$ cat src/rtl/dac_pkg.sv
// Shared types and sizing for the threshold-DAC programming sequencer.
package dac_pkg;

  localparam int NUM_CH = 16;
  localparam int CH_W   = $clog2(NUM_CH);

  typedef enum logic [2:0] {
    IDLE,
    ADDR,
    STB_HI,
    VAL,
    STB_LO,
    REL,
    HOLD
  } state_t;

  typedef struct packed {
    logic       sgn;
    logic [4:0] mag;
  } dac_setting_t;

endpackage

$ cat src/rtl/dac_cfg_table.sv
// Per-channel DAC setting register file: one write port, write-first combinational read.
module dac_cfg_table
  import dac_pkg::*;
#(
  parameter logic [4:0] DEF_MAG = 5'd3,
  parameter logic       DEF_SGN = 1'b0
) (
  input  logic              clk,
  input  logic              rst,
  input  logic              i_we,
  input  logic [CH_W-1:0]   i_waddr,
  input  dac_setting_t      i_wdata,
  input  logic [CH_W-1:0]   i_raddr,
  output dac_setting_t      o_rdata
);

  dac_setting_t w_entries [NUM_CH];

  for (genvar gi = 0; gi < NUM_CH; gi++) begin : g_entry
    dac_setting_t r_entry;

    always_ff @(posedge clk) begin
      if (rst) begin
        r_entry <= '{sgn: DEF_SGN, mag: DEF_MAG};
      end else if (i_we && (i_waddr == CH_W'(gi))) begin
        r_entry <= i_wdata;
      end
    end

    assign w_entries[gi] = r_entry;
  end

  // Bypass lets a write on the sampling edge land in the value being sampled.
  assign o_rdata = (i_we && (i_waddr == i_raddr)) ? i_wdata : w_entries[i_raddr];

endmodule

$ cat src/rtl/dac_program_seq.sv
// Walks all channels through address/strobe/value/release bursts on the shared DAC bus,
// and lends the bus to a static external-address hold requester when idle.
module dac_program_seq
  import dac_pkg::*;
#(
  parameter int         PHASE_CYCLES = 10,
  parameter logic [4:0] DEF_MAG      = 5'd3,
  parameter logic       DEF_SGN      = 1'b0
) (
  input  logic            clk,
  input  logic            rst,
  input  logic            start,
  input  logic            cfg_we,
  input  logic [CH_W-1:0] cfg_addr,
  input  logic [4:0]      cfg_mag,
  input  logic            cfg_sgn,
  input  logic            hold_req,
  input  logic [4:0]      hold_addr,
  output logic            hold_gnt,
  output logic            busy,
  output logic            done,
  output logic            sel_ext_addr,
  output logic            dac_stb,
  output logic [4:0]      dac_data,
  output logic            dac_sgn
);

  localparam int PH_W = (PHASE_CYCLES > 1) ? $clog2(PHASE_CYCLES) : 1;
  localparam logic [PH_W-1:0] PH_LAST = PH_W'(PHASE_CYCLES - 1);

  state_t          r_state, w_state_next;
  logic [CH_W-1:0] r_ch, w_ch_next;
  logic [PH_W-1:0] r_phase, w_phase_next;
  logic            r_start_pend, w_start_pend_next;

  logic       r_sel, w_sel_next;
  logic       r_stb, w_stb_next;
  logic [4:0] r_data, w_data_next;
  logic       r_sgn, w_sgn_next;
  logic       r_busy, w_busy_next;
  logic       r_done, w_done_next;
  logic       r_gnt, w_gnt_next;

  dac_setting_t w_rd;
  logic         w_phase_end;

  dac_cfg_table #(
    .DEF_MAG (DEF_MAG),
    .DEF_SGN (DEF_SGN)
  ) u_table (
    .clk     (clk),
    .rst     (rst),
    .i_we    (cfg_we),
    .i_waddr (cfg_addr),
    .i_wdata ('{sgn: cfg_sgn, mag: cfg_mag}),
    .i_raddr (r_ch),
    .o_rdata (w_rd)
  );

  assign w_phase_end = (r_phase == PH_LAST);

  always_comb begin
    w_state_next      = r_state;
    w_ch_next         = r_ch;
    w_phase_next      = r_phase + PH_W'(1);
    w_start_pend_next = r_start_pend | start;
    w_done_next       = 1'b0;

    case (r_state)
      IDLE: begin
        w_phase_next = '0;
        if (r_start_pend || start) begin
          w_state_next = ADDR;
          w_ch_next    = '0;
        end else if (hold_req) begin
          w_state_next = HOLD;
        end
      end
      ADDR, STB_HI, VAL, STB_LO: begin
        if (w_phase_end) begin
          w_phase_next = '0;
          w_state_next = state_t'(r_state + 3'd1);
        end
      end
      REL: begin
        if (w_phase_end) begin
          w_phase_next = '0;
          if (r_ch == CH_W'(NUM_CH - 1)) begin
            w_state_next = IDLE;
            w_done_next  = 1'b1;
          end else begin
            w_ch_next    = r_ch + CH_W'(1);
            w_state_next = ADDR;
          end
        end
      end
      HOLD: begin
        w_phase_next = '0;
        if (!hold_req) w_state_next = IDLE;
      end
      default: begin
        w_state_next = IDLE;
        w_phase_next = '0;
      end
    endcase

    // Only IDLE can enter ADDR for channel 0, so that is where a pending start is consumed.
    if (r_state == IDLE && w_state_next == ADDR) w_start_pend_next = 1'b0;
  end

  always_comb begin
    w_sel_next  = 1'b0;
    w_stb_next  = 1'b0;
    w_data_next = '0;
    w_sgn_next  = 1'b0;
    w_busy_next = 1'b0;
    w_gnt_next  = 1'b0;

    case (w_state_next)
      ADDR, STB_HI: begin
        w_sel_next  = 1'b1;
        w_stb_next  = (w_state_next == STB_HI);
        w_data_next = 5'(w_ch_next);
        w_busy_next = 1'b1;
      end
      VAL, STB_LO, REL: begin
        // The setting is sampled once on entry to VAL and held through release.
        w_sel_next  = (w_state_next != REL);
        w_stb_next  = (w_state_next == VAL);
        w_data_next = (r_state == STB_HI) ? w_rd.mag : r_data;
        w_sgn_next  = (r_state == STB_HI) ? w_rd.sgn : r_sgn;
        w_busy_next = 1'b1;
      end
      HOLD: begin
        w_sel_next  = 1'b1;
        w_data_next = hold_addr;
        w_gnt_next  = 1'b1;
      end
      default: ;
    endcase
  end

  always_ff @(posedge clk) begin
    if (rst) begin
      r_state      <= IDLE;
      r_ch         <= '0;
      r_phase      <= '0;
      r_start_pend <= 1'b0;
      r_sel        <= 1'b0;
      r_stb        <= 1'b0;
      r_data       <= '0;
      r_sgn        <= 1'b0;
      r_busy       <= 1'b0;
      r_done       <= 1'b0;
      r_gnt        <= 1'b0;
    end else begin
      r_state      <= w_state_next;
      r_ch         <= w_ch_next;
      r_phase      <= w_phase_next;
      r_start_pend <= w_start_pend_next;
      r_sel        <= w_sel_next;
      r_stb        <= w_stb_next;
      r_data       <= w_data_next;
      r_sgn        <= w_sgn_next;
      r_busy       <= w_busy_next;
      r_done       <= w_done_next;
      r_gnt        <= w_gnt_next;
    end
  end

  assign sel_ext_addr = r_sel;
  assign dac_stb      = r_stb;
  assign dac_data     = r_data;
  assign dac_sgn      = r_sgn;
  assign busy         = r_busy;
  assign done         = r_done;
  assign hold_gnt     = r_gnt;

endmodule
$ cat config.mk
export PLATFORM = sky130hd
export DESIGN_NAME = dac_program_seq
export DESIGN_NICKNAME = d
export VERILOG_FILES = /design/src/rtl/dac_pkg.sv /design/src/rtl/dac_cfg_table.sv /design/src/rtl/dac_program_seq.sv
export SDC_FILE = /design/constraint.sdc
export NUM_CORES = 1
export LEC_CHECK = 0
export BUFFER_PORTS_ARGS = -buffer_cell sky130_fd_sc_hd__buf_2
export CAP_MARGIN = 10
export CELL_PAD_IN_SITES_DETAIL_PLACEMENT = 2
export CELL_PAD_IN_SITES_GLOBAL_PLACEMENT = 2
export CORE_MARGIN = 2
export CORE_UTILIZATION = 39
export CTS_CLUSTER_DIAMETER = 200
export DETAILED_ROUTE_END_ITERATION = 12
export GPL_ROUTABILITY_DRIVEN = 0
export HOLD_SLACK_MARGIN = 0.06
export MAX_ROUTING_LAYER = met4
export PLACE_DENSITY = 0.88
export SLEW_MARGIN = 20
export SYNTH_ARGS = -nofsm -noshare
export SYNTH_HDL_FRONTEND = slang
export SYNTH_HIERARCHICAL = 1
export SYNTH_SLANG_ARGS = --single-unit
$ cat constraint.sdc
create_clock -name clk -period 3.5 [get_ports clk]
set_clock_uncertainty 0.1 [all_clocks]
set_input_delay 0.525 -clock clk [delete_from_list [all_inputs] [get_ports clk]]
set_output_delay 0.525 -clock clk [all_outputs]
set_load 0.03 [all_outputs]
==> reports/qor_table.md, run 1 <==
| Result | This run | Unit |
|---|---|---|
| Area growth, synth to finish | 13.0 | % |
| Die width | 127 | µm |
| Post_cts resized | 0 | - |
| DRC marker count from the first detailed-route iteration | 346 | - |
| Clock root buffer | sky130_fd_sc_hd__clkbuf_16 | - |
| Vias in the first global route | 5,834 | - |
| Actual transition at the worst max-transition pin | 0.766 | ns |
| Vias/cell | 6.26 | - |
| Count of flip-flops with a built-in enable after synthesis | 0 | - |
| Area share of the leading cell type in the synthesized netlist | 40.1 | % |
| Nets | 667 | - |
| Wire length reported by the detailed router | 23,100 | µm |
| Largest net degree at the start of global routing | 76 | - |
| Total nets after synthesis | 656 | - |
| Flops & latches, synth | 119 | - |
| Number of unique standard cell types used by synthesis | 72 | - |
| Setup_tns | 0 | ns |
| Min cycle time layout | 3.14 | ns |
| Detail Placement HPWL | 13,300 | µm |
| Worst setup SP type | flop | - |
| Arrival time of the worst setup path | 3.38 | ns |
| GRT Overall Usage | 30.2 | % |
| Total Die Area | 16,200 | µm² |
| Flip-flop cell with the highest count after synthesis | sky130_fd_sc_hd__dfxtp_1 | - |
| Clock latency on the worst-skew pair | 0.44 | ns |
| Mean routed wirelength per cell | 27.5 | µm |
| DRC violation count after routing | 0 | - |
| Largest cells by area after synthesis | sky130_fd_sc_hd__dfxtp_1 (40%), sky130_fd_sc_hd__mux2i_1 (7.7%), sky130_fd_sc_hd__mux4_2 (6.1%), sky130_fd_sc_hd__o21ai_0 (4.6%), sky130_fd_sc_hd__nor2_1 (4.5%) | - |
| First-pass iteration count of the detailed router | 5 | - |
| Num Clock Sinks | 119 | - |
| Total vias in the final route | 5,264 | - |
| Worst IR drop on VDD | 370 | µV |
| Max Cap Violations | 0 | - |
| Worst slew slack as a fraction of its limit | 48.9 | % |
| Number of max-slew violations in the final report | 0 | - |
| Utilization after layout | 44.7 | % |
| Setup repair after global routing missed its margin | no | - |
| Worst-path clk slew | 0.06 | ns |
| Antenna cells | 0 | - |
| Hold-fix buffer count after cts | 0 | - |
| Cell taking the most area after synthesis | sky130_fd_sc_hd__dfxtp_1 | - |
| Height of the chip | 127 | µm |
| Boundary pin count | 31 | - |
| Fmax | 318 | MHz |
| Worst Path Max Fanout | 15 | - |
| Residual overflow from global routing | 0 | - |
| Layout filler cell count | 1,576 | - |
| Post-synthesis cell area | 5940 | µm² |
| Worst slack on hold paths | 0.297 | ns |
| Yosys warns | 6 | - |
| Number of post-CTS setup repair buffers | 0 | - |
| CTS tree | built | - |
| Count of final hold-check violations | 0 | - |
| Power per cell area | 546 | nW/µm² |
| Proportion of synthesized flip-flops having asynchronous set or reset | 0 | % |
| Number of port buffers | 30 | - |
| Clock Path Buffers | 2 | - |
| Kind of path behind the tightest hold check | input port to flop | - |
| H-tree depth reported by CTS | 4 | - |
| Post-synthesis area per instance | 9.45 | µm² |
| CP required | 3.74 | ns |
| Part of the Yosys area used for sequential elements | 40.1 | % |
| Worst Path Class, Setup | flop to flop | - |
| Number of standard cells in the layout, taps in and fillers out | 841 | - |
| Initial Utilization | 39.5 | % |
| Dpl cells | 809 | - |
| Number of buffers inserted during clock tree synthesis | 17 | - |
| Area of the core region | 15,000 | µm² |
| Row count | 45 | - |
| Finish-stage setup viols | 0 | - |
| Final period util | 89.8 | % |
| Static power due to leakage | 0.00247 | µW |
| Synthesized netlist cell count | 629 | - |
| Run status | complete, no violations | - |
| Crit path capture type | flop | - |
| Post-detailed-route count of antenna-violating nets | 0 | - |
| First-pass GRT wire length | 35,400 | µm |
| Antenna violations before repair | 0 | - |
| Share of post-route cells with drive strength above 1 | 18.2 | % |
worst paths after layout:
path | startpoint | to | slack, ns | cells after the start
min reg2reg | dac_data[4] | dac_data[4] | 0.38 | 2
max | r_state[1] | dac_data[0] | 0.36 | 9
min | hold_addr[4] | dac_data[4] | 0.30 | 3
max reg2reg | r_state[1] | dac_data[0] | 0.36 | 9
critical path, stage by stage (launching register included):
cell and delay (ns):
sky130_fd_sc_hd__dfxtp_1 0.43, sky130_fd_sc_hd__inv_1 0.11, sky130_fd_sc_hd__ha_1 0.26, sky130_fd_sc_hd__and2b_1 0.23
sky130_fd_sc_hd__and3_2 0.23, sky130_fd_sc_hd__a211oi_4 0.61, sky130_fd_sc_hd__nand3_1 0.40, sky130_fd_sc_hd__nand2_1 0.32
sky130_fd_sc_hd__o21ai_4 0.13, sky130_fd_sc_hd__a22oi_1 0.22
state kept, by name (all words and copies together), names as in the netlist, 3 cells and up:
name	flops
u_table/g_entry.r_entry	96
r_state	3
r_ch	4
dac_data	5
r_phase	4
metal layers:
| metal | global-route usage, % | share of wire, % | vias up |
|---|---|---|---|
| met5 | - | 0 | - |
| met1 | 32.8 | 39 | 2697 |
| li1 | - | - | 2271 |
| met3 | 6.99 | 5.1 | 72 |
| met4 | 14.6 | 3.9 | 0 |
| met2 | 52.1 | 52 | 224 |
cell usage in the layout (no fill, tap or decap), types with 3 or more instances in the layout:
master,count
sky130_fd_sc_hd__buf_2,29
sky130_fd_sc_hd__clkinv_2,3
sky130_fd_sc_hd__a211o_1,15
sky130_fd_sc_hd__nor3_1,5
sky130_fd_sc_hd__clkinv_4,7
sky130_fd_sc_hd__mux2_2,6
sky130_fd_sc_hd__xor2_1,4
sky130_fd_sc_hd__mux2i_1,46
sky130_fd_sc_hd__inv_1,8
sky130_fd_sc_hd__a21oi_1,45
sky130_fd_sc_hd__clkbuf_16,17
sky130_fd_sc_hd__nand3_1,16
sky130_fd_sc_hd__nand2b_1,8
sky130_fd_sc_hd__nor2b_1,4
sky130_fd_sc_hd__nand3b_1,20
sky130_fd_sc_hd__ha_1,7
sky130_fd_sc_hd__mux4_2,16
sky130_fd_sc_hd__mux4_1,8
sky130_fd_sc_hd__xnor2_1,3
sky130_fd_sc_hd__buf_4,15
sky130_fd_sc_hd__o21ai_0,55
sky130_fd_sc_hd__nand2_1,65
sky130_fd_sc_hd__nor2_1,71
sky130_fd_sc_hd__dfxtp_1,119
synthesized netlist by cell type, types with 3 or more instances:
| cell | count |
|---|---|
| sky130_fd_sc_hd__clkbuf_2 | 4 |
| sky130_fd_sc_hd__a21oi_1 | 45 |
| sky130_fd_sc_hd__nor2b_1 | 4 |
| sky130_fd_sc_hd__mux4_2 | 16 |
| sky130_fd_sc_hd__nand3_1 | 16 |
| sky130_fd_sc_hd__nand3b_1 | 20 |
| sky130_fd_sc_hd__mux2_2 | 6 |
| sky130_fd_sc_hd__dfxtp_1 | 119 |
| sky130_fd_sc_hd__inv_1 | 8 |
| sky130_fd_sc_hd__a211o_1 | 15 |
| sky130_fd_sc_hd__nand2_1 | 65 |
| sky130_fd_sc_hd__buf_6 | 5 |
| sky130_fd_sc_hd__nor3_1 | 5 |
| sky130_fd_sc_hd__nor2_1 | 71 |
| sky130_fd_sc_hd__clkbuf_1 | 33 |
| sky130_fd_sc_hd__ha_1 | 7 |
| sky130_fd_sc_hd__buf_2 | 4 |
| sky130_fd_sc_hd__mux2i_1 | 46 |
| sky130_fd_sc_hd__mux4_1 | 8 |
| sky130_fd_sc_hd__nand2b_1 | 8 |
| sky130_fd_sc_hd__buf_1 | 3 |
| sky130_fd_sc_hd__o21ai_0 | 55 |
| sky130_fd_sc_hd__xnor2_1 | 3 |
| sky130_fd_sc_hd__xor2_1 | 4 |
cells by family (layout without fill, tap and decap cells):
| group | after synthesis | in the layout | share of synthesized area [%] |
|---|---|---|---|
| multiplexers | 76 | 76 | 18.5 |
| XOR/XNOR | 7 | 7 | 1.03 |
| AO/OA/AOI/OAI | 149 | 149 | 16.1 |
| buffers and inverters | 61 | 85 | 5.26 |
| AND/OR/NAND/NOR | 210 | 210 | 17.6 |
| adder cells (fa/ha/maj) | 7 | 7 | 1.47 |
| flip-flops | 119 | 119 | 40.1 |
power breakdown:
| part | internal [µW] | total, µW | leakage, µW | switching (µW) |
|---|---|---|---|---|
| Sequential | 1400 | 1430 | 0.000964 | 35.2 |
| Combinational | 165 | 545 | 0.00124 | 380 |
| Clock | 979 | 1690 | 0.000270 | 707 |
layout make-up:
class | instances | area, µm² | area share [%]
timing repair buffer | 44 | 258 | 3.84
sequential | 119 | 2380 | 35.5
multi-input combinational | 449 | 3250 | 48.4
clock inverter | 14 | 130 | 1.94
tap | 188 | 235 | 3.50
inverter | 9 | 33.8 | 0.503
clock buffer | 18 | 429 | 6.39
metrics by stage:
step                      setup WS (ns)  total power [µW]  area (µm²)
after floorplan                    1.10              1820        5940
after global placement            0.950              1920        6160
after detailed placement          0.590              1970        6160
after CTS                         0.384              3670        6720
after global routing              0.201              3770        6720
final                             0.359              3660        6720
No activity file was read; power rests on OpenSTA's default activity.
==> run 2, diff against run 1 <==
--- a/config.mk
+++ b/config.mk
@@ -17,6 +17,7 @@
 export HOLD_SLACK_MARGIN = 0.06
 export MAX_ROUTING_LAYER = met4
 export PLACE_DENSITY = 0.88
+export REMOVE_ABC_BUFFERS = 1
 export SLEW_MARGIN = 20
 export SYNTH_ARGS = -nofsm -noshare
 export SYNTH_HDL_FRONTEND = slang
==> reports/qor_table.md, run 2 (synthesis results as in run 1) <==
| Result | This run | Unit | Change |
|---|---|---|---|
| Int Power | 2530 | µW | -0.44% |
| Share of post-route cells with drive strength above 1 | 17.4 | % | -0.87 points |
| Power per cell area | 528 | nW/µm² | -3.1% |
| Net switching power figure | 997 | µW | -11% |
| Proportion of power drawn by combinational gates | 14.6 | % | -0.3 points |
| Area of the core region | 15,000 | µm² | unchanged |
| Number of max-slew violations in the final report | 0 | - | unchanged |
| Finish-stage setup viols | 0 | - | unchanged |
| Commonest cells after routing, fill and taps aside | sky130_fd_sc_hd__dfxtp_1 (119), sky130_fd_sc_hd__nor2_1 (71), sky130_fd_sc_hd__nand2_1 (65), sky130_fd_sc_hd__o21ai_0 (55), sky130_fd_sc_hd__mux2i_1 (46) | - |  |
| Startpoint of the lowest-slack register-to-register path | r_state[0] | - |  |
| Boundary pin count | 31 | - | unchanged |
| Final period util | 83.7 | % | -6.0 points |
| Number of port buffers | 30 | - | unchanged |
| Height of the chip | 127 | µm | unchanged |
| Mean routed wirelength per cell | 24.4 | µm | -11% |
| Clock root buffer | sky130_fd_sc_hd__clkbuf_16 | - |  |
| DRC violation count after routing | 0 | - | unchanged |
| Antenna cells | 0 | - | unchanged |
| Nets | 667 | - | unchanged |
| Clock share of power | 44.7 | % | -1.3 points |
| Launching element of the worst setup path | r_state[0] | - |  |
| Worst R2R Setup Slack | 0.57 | ns | +0.21 ns |
| Kind of path behind the tightest hold check | input port to flop | - |  |
| Die width | 127 | µm | unchanged |
| Static power due to leakage | 0.00246 | µW | -0.45% |
| Worst Path Class, Setup | flop to flop | - |  |
| Initial Utilization | 39.5 | % | unchanged |
| Area of all placed cells without fillers | 6680 | µm² | -0.60% |
| Min cycle time layout | 2.93 | ns | -0.211 ns |
| Worst-path clk slew | 0.05 | ns | about the same |
| Fmax | 341 | MHz | +7.2% |
| Actual transition at the worst max-transition pin | 1.03 | ns | +0.260 ns |
| Largest net degree at the start of global routing | 46 | - | -39% |
| Total Die Area | 16,200 | µm² | unchanged |
| Arrival time of the worst setup path | 3.16 | ns | -0.22 ns |
| Hold-fix buffer count after cts | 0 | - | unchanged |
| Number of post-CTS setup repair buffers | 0 | - | unchanged |
| Switching portion of total power | 28.3 | % | -2.4 points |
| Cell Area, Placed | 6160 | µm² | unchanged |
| Total vias in the final route | 4,997 | - | -5.1% |
| Residual overflow from global routing | 0 | - | unchanged |
| Area growth, synth to finish | 12.3 | % |  |
| Setup_tns | 0 | ns | unchanged |
| Post_cts resized | 0 | - | unchanged |
| Worst Path Max Fanout | 15 | - | unchanged |
| Vias/cell | 5.96 | - | -4.8% |
| Clock latency on the worst-skew pair | 0.42 | ns | -0.02 ns |
| CP required | 3.73 | ns | about the same |
| Worst Hold Launch | hold_addr[4] | - |  |
| First-pass GRT wire length | 31,700 | µm | -11% |
| Largest register by flop count | u_table/g_entry.r_entry | - |  |
| Post-detailed-route count of antenna-violating nets | 0 | - | unchanged |
| GRT Overall Usage | 26.6 | % | -3.6 points |
| H-tree depth reported by CTS | 4 | - | unchanged |
| Worst setup SP type | flop | - |  |
| Most frequent standard cell in the layout excluding fill and tap cells | sky130_fd_sc_hd__dfxtp_1 | - |  |
| Max Cap Violations | 0 | - | unchanged |
| Detail Placement HPWL | 13,200 | µm | -1.1% |
| Setup repair after global routing missed its margin | no | - |  |
| Num Clock Sinks | 119 | - | unchanged |
| Run status | complete, no violations | - |  |
| Wire length reported by the detailed router | 20,500 | µm | -11% |
| Worst IR drop on VDD | 310 | µV | -16% |
| Count of final hold-check violations | 0 | - | unchanged |
| Row count | 45 | - | unchanged |
| CTS tree | built | - |  |
| Vias in the first global route | 5,496 | - | -5.8% |
| Worst slew slack as a fraction of its limit | 29.8 | % | -19 points |
| Seq pwr share | 40.6 | % | +1.5 points |
| Number of buffers inserted during clock tree synthesis | 17 | - | unchanged |
| Antenna violations before repair | 0 | - | unchanged |
| Max reg flops | 96 | - | unchanged |
| Clock Path Buffers | 2 | - | unchanged |
| DRC marker count from the first detailed-route iteration | 345 | - | -0.29% |
| First-pass iteration count of the detailed router | 5 | - | unchanged |
| Crit path capture type | flop | - |  |
run 2: changes by cell type in the layout (fill, tap and decap cells not counted), sizes merged:
| cell | change |
|---|---|
| clkinvlp | -2 |
| bufinv | -1 |
| inv | -1 |
| clkinv | -6 |
| clkbuf | +8 |
run 2: per-stage QoR:
stage,utilization (%),total power (µW),cells,worst slack [ns],hold slack (ns)
3_5_place_dp,41.0,1970,809,0.643,0.343
3_3_place_gp,41.0,1930,809,0.918,0.336
5_1_grt,44.4,3650,839,0.320,0.327
4_1_cts,44.4,3550,839,0.565,0.319
2_1_floorplan,-,1780,577,0.498,0.327
6_report,44.4,3530,839,0.570,0.327
run 2: critical path, stage by stage (launching register included):
cell and delay (ns):
sky130_fd_sc_hd__dfxtp_1 0.40, sky130_fd_sc_hd__inv_1 0.13, sky130_fd_sc_hd__ha_1 0.28, sky130_fd_sc_hd__and2b_1 0.23, sky130_fd_sc_hd__and3_2 0.23, sky130_fd_sc_hd__a211oi_4 0.59
sky130_fd_sc_hd__nand3_1 0.32, sky130_fd_sc_hd__nand2_1 0.26, sky130_fd_sc_hd__o21ai_4 0.11, sky130_fd_sc_hd__a22oi_1 0.19
run 2: layer usage:
layer  vias up  part of all wire (%)  routed length (µm)  track usage, %
met3        33                   3.7                 755            4.77
met4         0                   2.3                 466            9.57
met2       115                    53               10900            47.7
met5         -                     0                   0               -
li1       2268                     -                   -               -
met1      2581                    41                8320            29.6
run 2: cell type report:
| cell class | count | area [µm²] |
|---|---|---|
| fill | 1587 | 8360 |
| multi-input combinational | 449 | 3250 |
| sequential | 119 | 2380 |
| clock buffer | 26 | 499 |
| timing repair buffer | 44 | 258 |
| tap | 188 | 235 |
| inverter | 9 | 33.8 |
| clock inverter | 4 | 20.0 |
run 2: worst paths after layout:
kind / to / cells after the start
worst max-delay path: dac_data[0] / 9
worst min-delay path: dac_data[4] / 3
worst max register to register: dac_data[0] / 9
worst min register to register: u_table/g_entry[0].r_entry[3] / 2
run 2: power groups by stage:
stage	combinational (µW)	clock, µW	sequential, µW
3_5_place_dp	508	0	1460
6_report	517	1580	1430
3_3_place_gp	470	0	1460
5_1_grt	556	1660	1440
2_1_floorplan	300	0	1480
4_1_cts	516	1600	1430
==> run 3, diff against run 2 <==
--- a/config.mk
+++ b/config.mk
@@ -10,13 +10,13 @@
 export CELL_PAD_IN_SITES_DETAIL_PLACEMENT = 2
 export CELL_PAD_IN_SITES_GLOBAL_PLACEMENT = 2
 export CORE_MARGIN = 2
-export CORE_UTILIZATION = 39
+export CORE_UTILIZATION = 35
 export CTS_CLUSTER_DIAMETER = 200
 export DETAILED_ROUTE_END_ITERATION = 12
 export GPL_ROUTABILITY_DRIVEN = 0
 export HOLD_SLACK_MARGIN = 0.06
 export MAX_ROUTING_LAYER = met4
-export PLACE_DENSITY = 0.88
+export PLACE_DENSITY = 0.84
 export REMOVE_ABC_BUFFERS = 1
 export SLEW_MARGIN = 20
 export SYNTH_ARGS = -nofsm -noshare
==> constraint.sdc (replaced) <==
create_clock -name clk -period 2.4 [get_ports clk]
set_clock_uncertainty 0.1 [all_clocks]
set_input_delay 0.36 -clock clk [delete_from_list [all_inputs] [get_ports clk]]
set_output_delay 0.36 -clock clk [all_outputs]
set_load 0.03 [all_outputs]
==> reports/qor_table.md, run 3 (synthesis results as in run 1) <==
| Result | This run | Unit | Change |
|---|---|---|---|
| Run status | finished with violations | - |  |
| Violations in the final reports | negative setup slack | - |  |
| Vias in the first global route | 6,093 | - | +11% |
| Reg area | 2400 | µm² | +0.58% |
| Fmax | 402 | MHz | +18% |
| Worst-path clk slew | 0.06 | ns | about the same |
| Kind of path behind the tightest hold check | input port to flop | - |  |
| Boundary pin count | 31 | - | unchanged |
| Max reg flops | 96 | - | unchanged |
| Vias/cell | 5.89 | - | -1.1% |
| Max Cap Violations | 0 | - | unchanged |
| Total vias in the final route | 5,338 | - | +6.8% |
| Crit path capture type | flop | - |  |
| Startpoint of the lowest-slack register-to-register path | r_state[1] | - |  |
| Hold-fix buffer count after cts | 0 | - | unchanged |
| Detail Placement HPWL | 14,100 | µm | +7.1% |
| Post-detailed-route count of antenna-violating nets | 0 | - | unchanged |
| Worst slew slack as a fraction of its limit | 46.4 | % | +17 points |
| Clock Path Buffers | 2 | - | unchanged |
| Count of final hold-check violations | 0 | - | unchanged |
| Biggest cell delay along the critical path | 0.45 | ns | -0.14 ns |
| Multi-input gate area in the final layout | 3370 | µm² | +3.8% |
| Clock latency on the worst-skew pair | 0.41 | ns | about the same |
| Height of the chip | 134 | µm | +5.4% |
| Arrival time of the worst setup path | 2.69 | ns | -0.47 ns |
| Worst setup SP type | flop | - |  |
| Antenna violations before repair | 0 | - | unchanged |
| Most frequent standard cell in the layout excluding fill and tap cells | sky130_fd_sc_hd__dfxtp_1 | - |  |
| Antenna cells | 0 | - | unchanged |
| Largest net degree at the start of global routing | 42 | - | -8.7% |
| Power per cell area | 776 | nW/µm² | +47% |
| Num Clock Sinks | 119 | - | unchanged |
| Critical Path Slowest Stage Cell | sky130_fd_sc_hd__a221o_2 | - |  |
| Final period util | 104 | % | +20 points |
| DRC violation count after routing | 0 | - | unchanged |
| Number of buffer and inverter instances along the worst setup path | 1 | - | unchanged |
| Layout filler cell count | 1,792 | - | +13% |
| Worst hold endpoint | dac_data[4] | - |  |
| Share of post-route cells with drive strength above 1 | 24.8 | % | +7.4 points |
| Largest register by flop count | u_table/g_entry.r_entry | - |  |
| Top cell family by delay on the critical path | compound AO/OA/AOI/OAI gates | - |  |
| First-pass GRT wire length | 36,300 | µm | +15% |
| Number of instances on the worst hold path | 3 | - | unchanged |
| Utilization after layout | 43.5 | % | -0.94 points |
| Worst IR drop on VDD | 498 | µV | +61% |
| Post-route setup slack | -0.0903 | ns | -0.660 ns |
| Clock root buffer | sky130_fd_sc_hd__clkbuf_16 | - |  |
| DRC marker count from the first detailed-route iteration | 389 | - | +13% |
| Post-layout power | 5590 | µW | +58% |
| Finish-stage setup viols | 5 | - | +5 |
| Worst slack on hold paths | 0.173 | ns | -0.153 ns |
| Dpl cells | 867 | - | +7.2% |
| H-tree depth reported by CTS | 4 | - | unchanged |
| Reg-to-Reg End | dac_data[3] | - |  |
| Total Die Area | 18,000 | µm² | +11% |
| Die width | 134 | µm | +5.4% |
| Area growth, synth to finish | 21.3 | % |  |
| Launching element of the worst setup path | r_state[1] | - |  |
| Commonest cells after routing, fill and taps aside | sky130_fd_sc_hd__dfxtp_1 (114), sky130_fd_sc_hd__nor2_1 (70), sky130_fd_sc_hd__nand2_1 (65), sky130_fd_sc_hd__o21ai_0 (55) | - |  |
| Setup repair after global routing missed its margin | yes | - |  |
| Number of port buffers | 30 | - | unchanged |
| Worst Path Max Fanout | 5 | - | -10 |
| Worst Hold Launch | hold_addr[4] | - |  |
| First-pass iteration count of the detailed router | 5 | - | unchanged |
| Worst R2R Setup Slack | -0.09 | ns | -0.66 ns |
| Mean routed wirelength per cell | 25.8 | µm | +5.6% |
| Crit path cell chain | buf_6, ha_4, o41a_1, a221o_2, and2_4, a21oi_2, o22ai_1, a2bb2oi_2 | - |  |
| GRT Overall Usage | 27.3 | % | +0.74 points |
| Initial Utilization | 35.8 | % | -3.7 points |
| CP required | 2.60 | ns | -1.13 ns |
| Area of the core region | 16,600 | µm² | +10% |
| Worst Path Class, Setup | flop to flop | - |  |
| Min cycle time layout | 2.49 | ns | -0.440 ns |
| Residual overflow from global routing | 0 | - | unchanged |
| Static power due to leakage | 0.00267 | µW | +8.4% |
| Number of max-slew violations in the final report | 0 | - | unchanged |
| Actual transition at the worst max-transition pin | 0.800 | ns | -0.226 ns |
| Nets | 700 | - | +4.9% |
| Row count | 47 | - | +4.4% |
| Wire length reported by the detailed router | 23,300 | µm | +14% |
| Number of buffers inserted during clock tree synthesis | 17 | - | unchanged |
| CTS tree | built | - |  |
| Number of standard cells in the layout, taps in and fillers out | 906 | - | +8.0% |
| Reg2Reg Depth | 8 | - | -1 |
run 3: cell types whose count changed in the layout (fill, tap and decap cells not counted), moves of 3 or more:
| cell | previous run | this run |
|---|---|---|
| sky130_fd_sc_hd__ha_1 | 7 | 2 |
| sky130_fd_sc_hd__buf_12 | 0 | 3 |
| sky130_fd_sc_hd__dfxtp_1 | 119 | 114 |
| sky130_fd_sc_hd__ha_4 | 0 | 5 |
| sky130_fd_sc_hd__buf_4 | 15 | 42 |
| sky130_fd_sc_hd__dfxtp_4 | 0 | 3 |
| sky130_fd_sc_hd__clkbuf_8 | 4 | 1 |
run 3: stage by stage:
| stage | setup TNS [ns] | setup WS, ns | area, µm² |
|---|---|---|---|
| detailed placement | -0.921 | -0.164 | 6430 |
| global placement | -0.0567 | -0.0255 | 6430 |
| floorplan | -4.48 | -0.602 | 5660 |
| CTS | -0.0101 | -0.00620 | 7100 |
| finish | -0.358 | -0.0903 | 7210 |
| global route | -0.631 | -0.122 | 7210 |
run 3: per-layer routing:
| layer | part of all wire [%] | track usage, % | up-vias |
|---|---|---|---|
| met3 | 4.8 | 5.78 | 52 |
| met1 | 40 | 31.5 | 2746 |
| met5 | 0 | - | - |
| met2 | 52 | 46.9 | 194 |
| met4 | 2.8 | 10.0 | 0 |
| li1 | - | - | 2346 |
run 3: power by group:
part / leakage (µW) / internal [µW] / switching (µW)
Combinational: 0.00142 / 396 / 603
Sequential: 0.000967 / 2040 / 53.3
Clock: 0.000275 / 1550 / 949
run 3: timing repair:
item	in CTS	in global routing
resized for setup	20	18
setup endpoints to repair	7	7
pin swaps	3	8
buffers inserted	1	5
cloned	1	0
run 3: how the worst max path moves through the flow:
stage,endpoint,slack (ns),depth (start not counted)
finish,dac_data[3],-0.09,8
global route,dac_data[3],-0.12,8
CTS,dac_data[1],-0.006,9
detailed placement,dac_data[3],-0.16,8
global placement,dac_data[1],-0.03,8
floorplan,dac_data[1],-0.60,8
run 3: tightest hold or removal path: stages:
cell and delay (ns):
sky130_fd_sc_hd__buf_2 0.09, sky130_fd_sc_hd__a32oi_1 0.08, sky130_fd_sc_hd__o21ai_1 0.12
run 3: area by class of cell:
class | instances | area share [%]
tap | 220 | 3.82
sequential | 119 | 33.2
clock buffer | 23 | 6.35
multi-input combinational | 449 | 46.8
inverter | 9 | 0.503
timing repair buffer | 77 | 7.91
clock inverter | 9 | 1.41
